===== config.mk =====
export PLATFORM = sky130hd
export DESIGN_NAME = mem_access_ctrl
export DESIGN_NICKNAME = d
export VERILOG_FILES = /design/src/rtl/mem_access_ctrl.sv
export SDC_FILE = /design/constraint.sdc
export NUM_CORES = 1
export LEC_CHECK = 0
export CORE_MARGIN = 3
export CORE_UTILIZATION = 33
export DETAILED_ROUTE_END_ITERATION = 10
export PLACE_DENSITY_LB_ADDON = 0.12
export SLEW_MARGIN = 20
export SYNTH_ARGS = -nofsm -noshare
export SYNTH_HDL_FRONTEND = slang
export SYNTH_SLANG_ARGS = --single-unit

===== constraint.sdc =====
create_clock -name clk -period 6.3 [get_ports clk]
set_clock_uncertainty 0.15 [all_clocks]
set_input_delay 1.89 -clock clk [delete_from_list [all_inputs] [get_ports clk]]
set_output_delay 1.89 -clock clk [all_outputs]
set_load 0.01 [all_outputs]

===== src/rtl/mem_access_ctrl.sv =====
`default_nettype none
// ============================================================================
// mem_access_ctrl : arbitrates core fetch and load/store requests onto one
//                   synchronous single-port SRAM with req/ack handshakes.
// Revision        : 1.0
// ============================================================================
module mem_access_ctrl #(
  parameter int ADDR_W = 12
) (
  input  logic              clk,
  input  logic              rst,
  input  logic              fetch_req,
  input  logic [31:0]       fetch_addr,
  output logic              fetch_ack,
  output logic [31:0]       instr,
  output logic              fetch_err,
  input  logic              data_req,
  input  logic              data_we,
  input  logic [29:0]       data_addr,
  input  logic [31:0]       data_wdata,
  output logic              data_ack,
  output logic [31:0]       data_rdata,
  output logic              busy,
  output logic [ADDR_W-1:0] sram_address,
  output logic [31:0]       sram_data,
  output logic              sram_wren,
  input  logic [31:0]       sram_q
);

  typedef enum logic [1:0] {
    S_IDLE       = 2'd0,
    S_FETCH_WAIT = 2'd1,
    S_DATA_WAIT  = 2'd2
  } state_t;

  state_t            r_state;
  state_t            w_next_state;
  logic              r_we;
  logic              r_fetch_err;
  logic [31:0]       r_instr;
  logic [31:0]       r_rdata;
  logic              w_fetch_err_d;
  logic              w_aligned;
  logic [ADDR_W-1:0] w_sram_address;
  logic [31:0]       w_sram_data;
  logic              w_sram_wren;

  // Address bits above the SRAM index are intentionally dropped (wrap).
  logic w_unused_addr_bits;
  assign w_unused_addr_bits = ^{fetch_addr[31:ADDR_W+2], data_addr[29:ADDR_W]};

  assign w_aligned = (fetch_addr[1:0] == 2'b00);

  always_comb begin
    w_next_state   = r_state;
    w_sram_address = '0;
    w_sram_data    = '0;
    w_sram_wren    = 1'b0;
    w_fetch_err_d  = 1'b0;
    case (r_state)
      S_IDLE: begin
        if (data_req) begin
          w_sram_address = data_addr[ADDR_W-1:0];
          w_sram_data    = data_wdata;
          // Gate with rst so a store racing an async reset never lands.
          w_sram_wren    = data_we & ~rst;
          w_next_state   = S_DATA_WAIT;
        end else if (fetch_req) begin
          if (w_aligned) begin
            w_sram_address = fetch_addr[ADDR_W+1:2];
            w_next_state   = S_FETCH_WAIT;
          end else begin
            w_fetch_err_d  = 1'b1;
          end
        end
      end
      default: w_next_state = S_IDLE;
    endcase
  end

  always_ff @(posedge clk or posedge rst) begin
    if (rst) begin
      r_state     <= S_IDLE;
      r_we        <= 1'b0;
      r_fetch_err <= 1'b0;
      r_instr     <= '0;
      r_rdata     <= '0;
    end else begin
      r_state     <= w_next_state;
      r_fetch_err <= w_fetch_err_d;
      if (r_state == S_IDLE && data_req) begin
        r_we <= data_we;
      end
      if (r_state == S_FETCH_WAIT) begin
        r_instr <= sram_q;
      end
      if (r_state == S_DATA_WAIT && !r_we) begin
        r_rdata <= sram_q;
      end
    end
  end

  assign fetch_ack    = (r_state == S_FETCH_WAIT);
  assign data_ack     = (r_state == S_DATA_WAIT);
  assign busy         = (r_state != S_IDLE);
  assign fetch_err    = r_fetch_err;
  assign instr        = r_instr;
  assign data_rdata   = r_rdata;
  assign sram_address = w_sram_address;
  assign sram_data    = w_sram_data;
  assign sram_wren    = w_sram_wren;

endmodule
`default_nettype wire

* Yosys cells after proc, flatten, opt, wreduce, memory -nomap -nowiden *
Index checks and enable logic that the tools add are counted.

operators by class
  add/sub/neg operators = 0
  multipliers = 0
  div/mod/pow operators = 0
  order comparisons = 0
  eq/ne operators = 4
  shifts and indexed selects = 0
  muxes and demuxes = 16
  bitwise operators = 2
  reduce and logical (&&, ||, !) cells = 7

operators by type and width
  operator              count
  $mux W32              2
  $mux W12              4
  $mux W2               4
  $mux W1               6
  $ne A3 B3 Y1 const B  2
  $logic_not A2 Y1      2
  $eq A2 B1 Y1 const B  1
  $eq A2 B2 Y1 const B  1
  $logic_and A1 B1 Y1   2
  $reduce_and A2 Y1     1
  $reduce_bool A2 Y1    1
  $and A1 B1 Y1         1
  $logic_not A1 Y1      1
  $not A1 Y1            1

word-level totals
  register bits = 68
  latch bits = 0
  RAM bits = 0
  ROM bits = 0
  bits of input ports = 131
  output and inout port bits = 113
  logic and storage cells = 34
  memories = 0

* Longest topological paths before layout *
Gate-level depths: netlist of run 1.

  word-level depth = 5
  gate-level depth with buffers = 4
  depth with buffers taken out = 2

* Worst setup path after synthesis of run 1 *
Ideal clock, no wire load.

  path kind = input-to-output
  start point = input rst
  end point = output sram_wren
  data arrival time = 3.714 ns
  data required time = 4.260 ns
  slack = 0.546 ns
  stages = 2
  cells stage by stage = inv_1 -> and3_1

on the way
  cells in the longest elaborated chain, start to end = 4

ends and longest elaborated chain
  what                RTL line  RTL
  start: declaration  11        input logic rst,
  $not A1 Y1          66        w_sram_wren = data_we & ~rst;
  $and A1 B1 Y1       66
  $mux W1             62        if (data_req) begin
  $mux W1             60        case (r_state)
  end: declaration    26        output logic sram_wren,

No other way between the ends.

* Final worst setup path of run 1 *
  start point = input data_req
  end point = output sram_address[8]

on the way
  cells in the longest elaborated chain, start to end = 2

ends and longest elaborated chain
  what                RTL line  RTL
  start: declaration  17        input logic data_req,
  $mux W12            62
  $mux W12            60
  end: declaration    24        output logic [ADDR_W-1:0] sram_address,

No other way between the ends.

==> results summary, run 1 <==
After floorplanning, the core was sized to cover ~0.0085 mm^2. The synthesis warning total is 0. For this design the static power due to leakage is 0.00214 uW. Setup total negative slack on the finished layout was measured at 0 ps. The share of flip-flops with an asynchronous set or reset is 100%. Timing would allow up to 173 MHz. The number of unique standard cell types used by synthesis came out at 19. The congestion estimate from routability-driven global placement came to 0.762. The sequential power share came out at 40.1%. The clock passes through at most 2 buffers. The number of antenna repair diodes came out at 0.

The critical path goes through clkdlybuf4s50_1, nor3b_2, buf_4, a32o_1, clkdlybuf4s50_1. The minimum clock period is 5780 ps. The total congestion overflow came out at 0. The layout has 699 filler cells. The initial antenna violation count is 0. Setup repair after global routing left no endpoint under its margin. The cell accounting for the most synthesized area is sky130_fd_sc_hd__dfrtp_1. In the finished design, the share of the clock period the worst path needs comes to 91.7%. The via count is 2426. The worst hold path belongs to the class reg -> reg.

The number of buffers added on ports is 207. In this run the count of I/O pins placed on the die edge is ~240. The clock input transition at the sequential cells of the worst setup and hold paths came out at approximately 80 ps. The run finished with clean final reports. The number of H-tree levels is 3. The maximum fanout along the worst path is 47. The worst slack after detailed placement came out at 507 ps. The tightest slew margin relative to the limit is 40.4%. Among all cell types in the netlist, the one instantiated most often is sky130_fd_sc_hd__dfrtp_1. The dominant cell type by count on the critical path is sky130_fd_sc_hd__clkdlybuf4s50_1.

The final number of max-transition violations came to 0. The wire length of the first global-routing pass is 13700 um. The starting density of the core is between 30% and 40%. Summing all flip-flop and latch instances after layout gives roughly 0.0017 mm^2.

The final layout net count is between 500 and 600. The ratio of routed vias to standard cells is 4.67. In this design, the largest share of critical-path delay is due to buffers and inverters. The number of nets still failing antenna checks after routing is 0. The pin count of the biggest net entering global routing came out at 69. The internal power of the cells came out at approximately 1100 uW.

Dividing the detail-routed wire length by the instance count gives 17.4 um. The ratio of cells with drive above 1 in the final layout came out at 21.4%. STA classifies the critical path endpoint as an output pin. The worst setup path is launched from a primary input. The number of standard-cell rows in the floorplan came out at 33. The count of routing violations after the opening detailed-route iteration came out at 79. The setup slack after layout is between 500 and 600 ps. The die extent in x came out at 101 um.

The post-cts resize count came out at 0. The final number of hold-violating endpoints came to 0. After detailed routing, the number of remaining DRC violations is 0.

Of the synthesized area, sequential elements account for 57.4%. IR analysis of the VDD net gives a maximum drop of 0.000113 V. After synthesis, the mean cell area works out to around 15 um^2. The reported net switching power is 426 uW. The delay of the slowest cell on the worst path came out at around 600 ps. Net switching is a little over a quarter of the power. The die is 101 um tall.

The area share of the largest cell type after synthesis came out at between 50 and 60%. The tree is rooted in a sky130_fd_sc_hd__clkbuf_8. Global routing used 17.9% of the available tracks. The measured slew at the worst slew-check pin is ~890 ps. The total power divided by cell area came out at around 300 mW/mm^2. The number of iterations in the first detailed-routing pass came out at 4. TritonCTS built the clock tree. The required time at the endpoint of the critical path is 4260 ps. The die outline area came out at 0.0102 mm^2. Combinational logic burns 38.7% of the power. The HPWL reported at the end of detailed placement came out at 7180 um. The largest individual stage delay along the critical path comes from the cell sky130_fd_sc_hd__clkdlybuf4s50_1.

The net count after synthesis came out at 334. The via count of the first global-routing pass is 2604. The combined area of the multi-input logic cells is 0.00116 mm^2. The total power came out at 1560 uW. The category of the most critical setup path is in -> out.

Synthesis handed over a netlist of 203 instances. The number of flops mapped to enable cells by yosys is 0. The CTS sink count came out at 68. The number of buffer and inverter instances along the worst setup path is 3. For this run, the leading register cell type out of synthesis is sky130_fd_sc_hd__dfrtp_1. The clock share of power is 21.2%. Ranked by total cell area, the synthesized netlist is headed by sky130_fd_sc_hd__dfrtp_1 57%, sky130_fd_sc_hd__mux2_2 24%, sky130_fd_sc_hd__and2_1 7.0%, sky130_fd_sc_hd__a32o_1 4.1%, sky130_fd_sc_hd__buf_6 2.3%. The layout overhead on the synthesized area came out at 78.3%. The commonest cells after synthesis are 68 x sky130_fd_sc_hd__dfrtp_1, 62 x sky130_fd_sc_hd__mux2_2, 33 x sky130_fd_sc_hd__and2_1. Max-cap violations in this run came to 0.

The cts-stage hold buffer count is 0. The post-synthesis instance area is between 0.002 and 0.003 mm^2. Clock latency on the worst-skew pair, taken at its later pin, is 320 ps. The worst path arrival time is ~3700 ps. The final layout contains routed wiring with a total length of ~9000 um. The number of setup violations in the final report came out at 0.

In this run the post-CTS setup repair buffer count came out at 0. Clock tree synthesis inserted a total of 9 buffers. The synthesized flop and latch total is 68.
worst reg2reg max path: stages, from the launching register on:
cell	delay, ps
sky130_fd_sc_hd__dfrtp_1	490
sky130_fd_sc_hd__nor3b_4	510
sky130_fd_sc_hd__buf_4	420
sky130_fd_sc_hd__mux2_2	390
registers in the layout, summed over array words and instances, names as in the netlist:
name	cells
data_rdata	32
instr	32
r_state	2
fetch_err	1
r_we	1
power groups by stage:
stage	sequential, uW	combinational [uW]	clock, uW
finish	627	604	331
global placement	631	608	0
floorplan	690	167	0
detailed placement	637	614	0
CTS	630	616	344
global route	647	642	360
through the flow:
| step | utilization [%] | hold WS [ps] | area (um^2) | cells |
|---|---|---|---|---|
| global placement | 60.4 | 331 | 5110 | 506 |
| detailed placement | 60.4 | 328 | 5110 | 506 |
| global route | 62.5 | 367 | 5290 | 520 |
| finish | 62.5 | 338 | 5290 | 520 |
| floorplan | - | 379 | 2970 | 203 |
| CTS | 62.5 | 347 | 5290 | 520 |
layer usage:
metal  up-vias  share of wire (%)  global-route usage [%]
met5         -                  0                       0
met4         0                1.4                    6.74
met3         9                 11                    7.47
met2       125                 52                    30.7
met1      1161                 36                    19.7
li1       1131                  -                       -
layout make-up:
type                       instances  share of cell area [%]
timing repair buffer             212                    39.9
sequential                        68                    32.2
multi-input combinational        119                    21.9
tap                              105                    2.48
clock buffer                       9                    2.34
clock inverter                     5                    1.04
inverter                           2                   0.142
cells in the final DEF, fill, tap and decap left out:
cell type	n
sky130_fd_sc_hd__mux2_4	2
sky130_fd_sc_hd__and3_1	1
sky130_fd_sc_hd__a32o_1	12
sky130_fd_sc_hd__mux2_1	1
sky130_fd_sc_hd__clkinv_2	2
sky130_fd_sc_hd__nor2_1	1
sky130_fd_sc_hd__dfrtp_1	68
sky130_fd_sc_hd__and2_1	33
sky130_fd_sc_hd__bufinv_16	1
sky130_fd_sc_hd__inv_1	1
sky130_fd_sc_hd__mux2_2	62
sky130_fd_sc_hd__inv_2	1
sky130_fd_sc_hd__nand2b_2	1
sky130_fd_sc_hd__clkdlybuf4s50_1	207
sky130_fd_sc_hd__clkinvlp_4	2
sky130_fd_sc_hd__clkbuf_8	9
sky130_fd_sc_hd__nor3b_2	1
sky130_fd_sc_hd__buf_4	5
sky130_fd_sc_hd__nor3b_4	1
sky130_fd_sc_hd__or2_2	1
sky130_fd_sc_hd__nor2b_1	2
sky130_fd_sc_hd__nor4b_4	1
kinds of logic after synthesis:
logic type	after synthesis	share of synthesized area (%)
AO/OA/AOI/OAI	12	4.05
buffers and inverters	16	3.80
flip-flops	68	57.4
multiplexers	65	24.9
AND/OR/NAND/NOR	42	9.83
path summary, 6_finish.rpt:
check | start | endpoint | slack [ps] | depth (start not counted)
setup reg to reg | r_state[0] | data_rdata[11] | 4240 | 3
hold reg to reg | data_rdata[2] | data_rdata[2] | 340 | 1
hold / removal | data_rdata[2] | data_rdata[2] | 340 | 1
min in group asynchronous | rst | data_rdata[19] | 2030 | 3
setup / recovery | data_req | sram_address[8] | 520 | 5
max in group asynchronous | rst | data_rdata[24] | 3420 | 3
Note: power is estimated with default switching activity, not from simulation.
==> run 2: changes to the inputs <==
--- a/config.mk
+++ b/config.mk
@@ -5,6 +5,7 @@
 export SDC_FILE = /design/constraint.sdc
 export NUM_CORES = 1
 export LEC_CHECK = 0
+export CAP_MARGIN = 20
 export CORE_MARGIN = 3
 export CORE_UTILIZATION = 33
 export DETAILED_ROUTE_END_ITERATION = 10
==> results of run 2 <==
No change in the layout: final DEF, timing and power equal those of run 1.
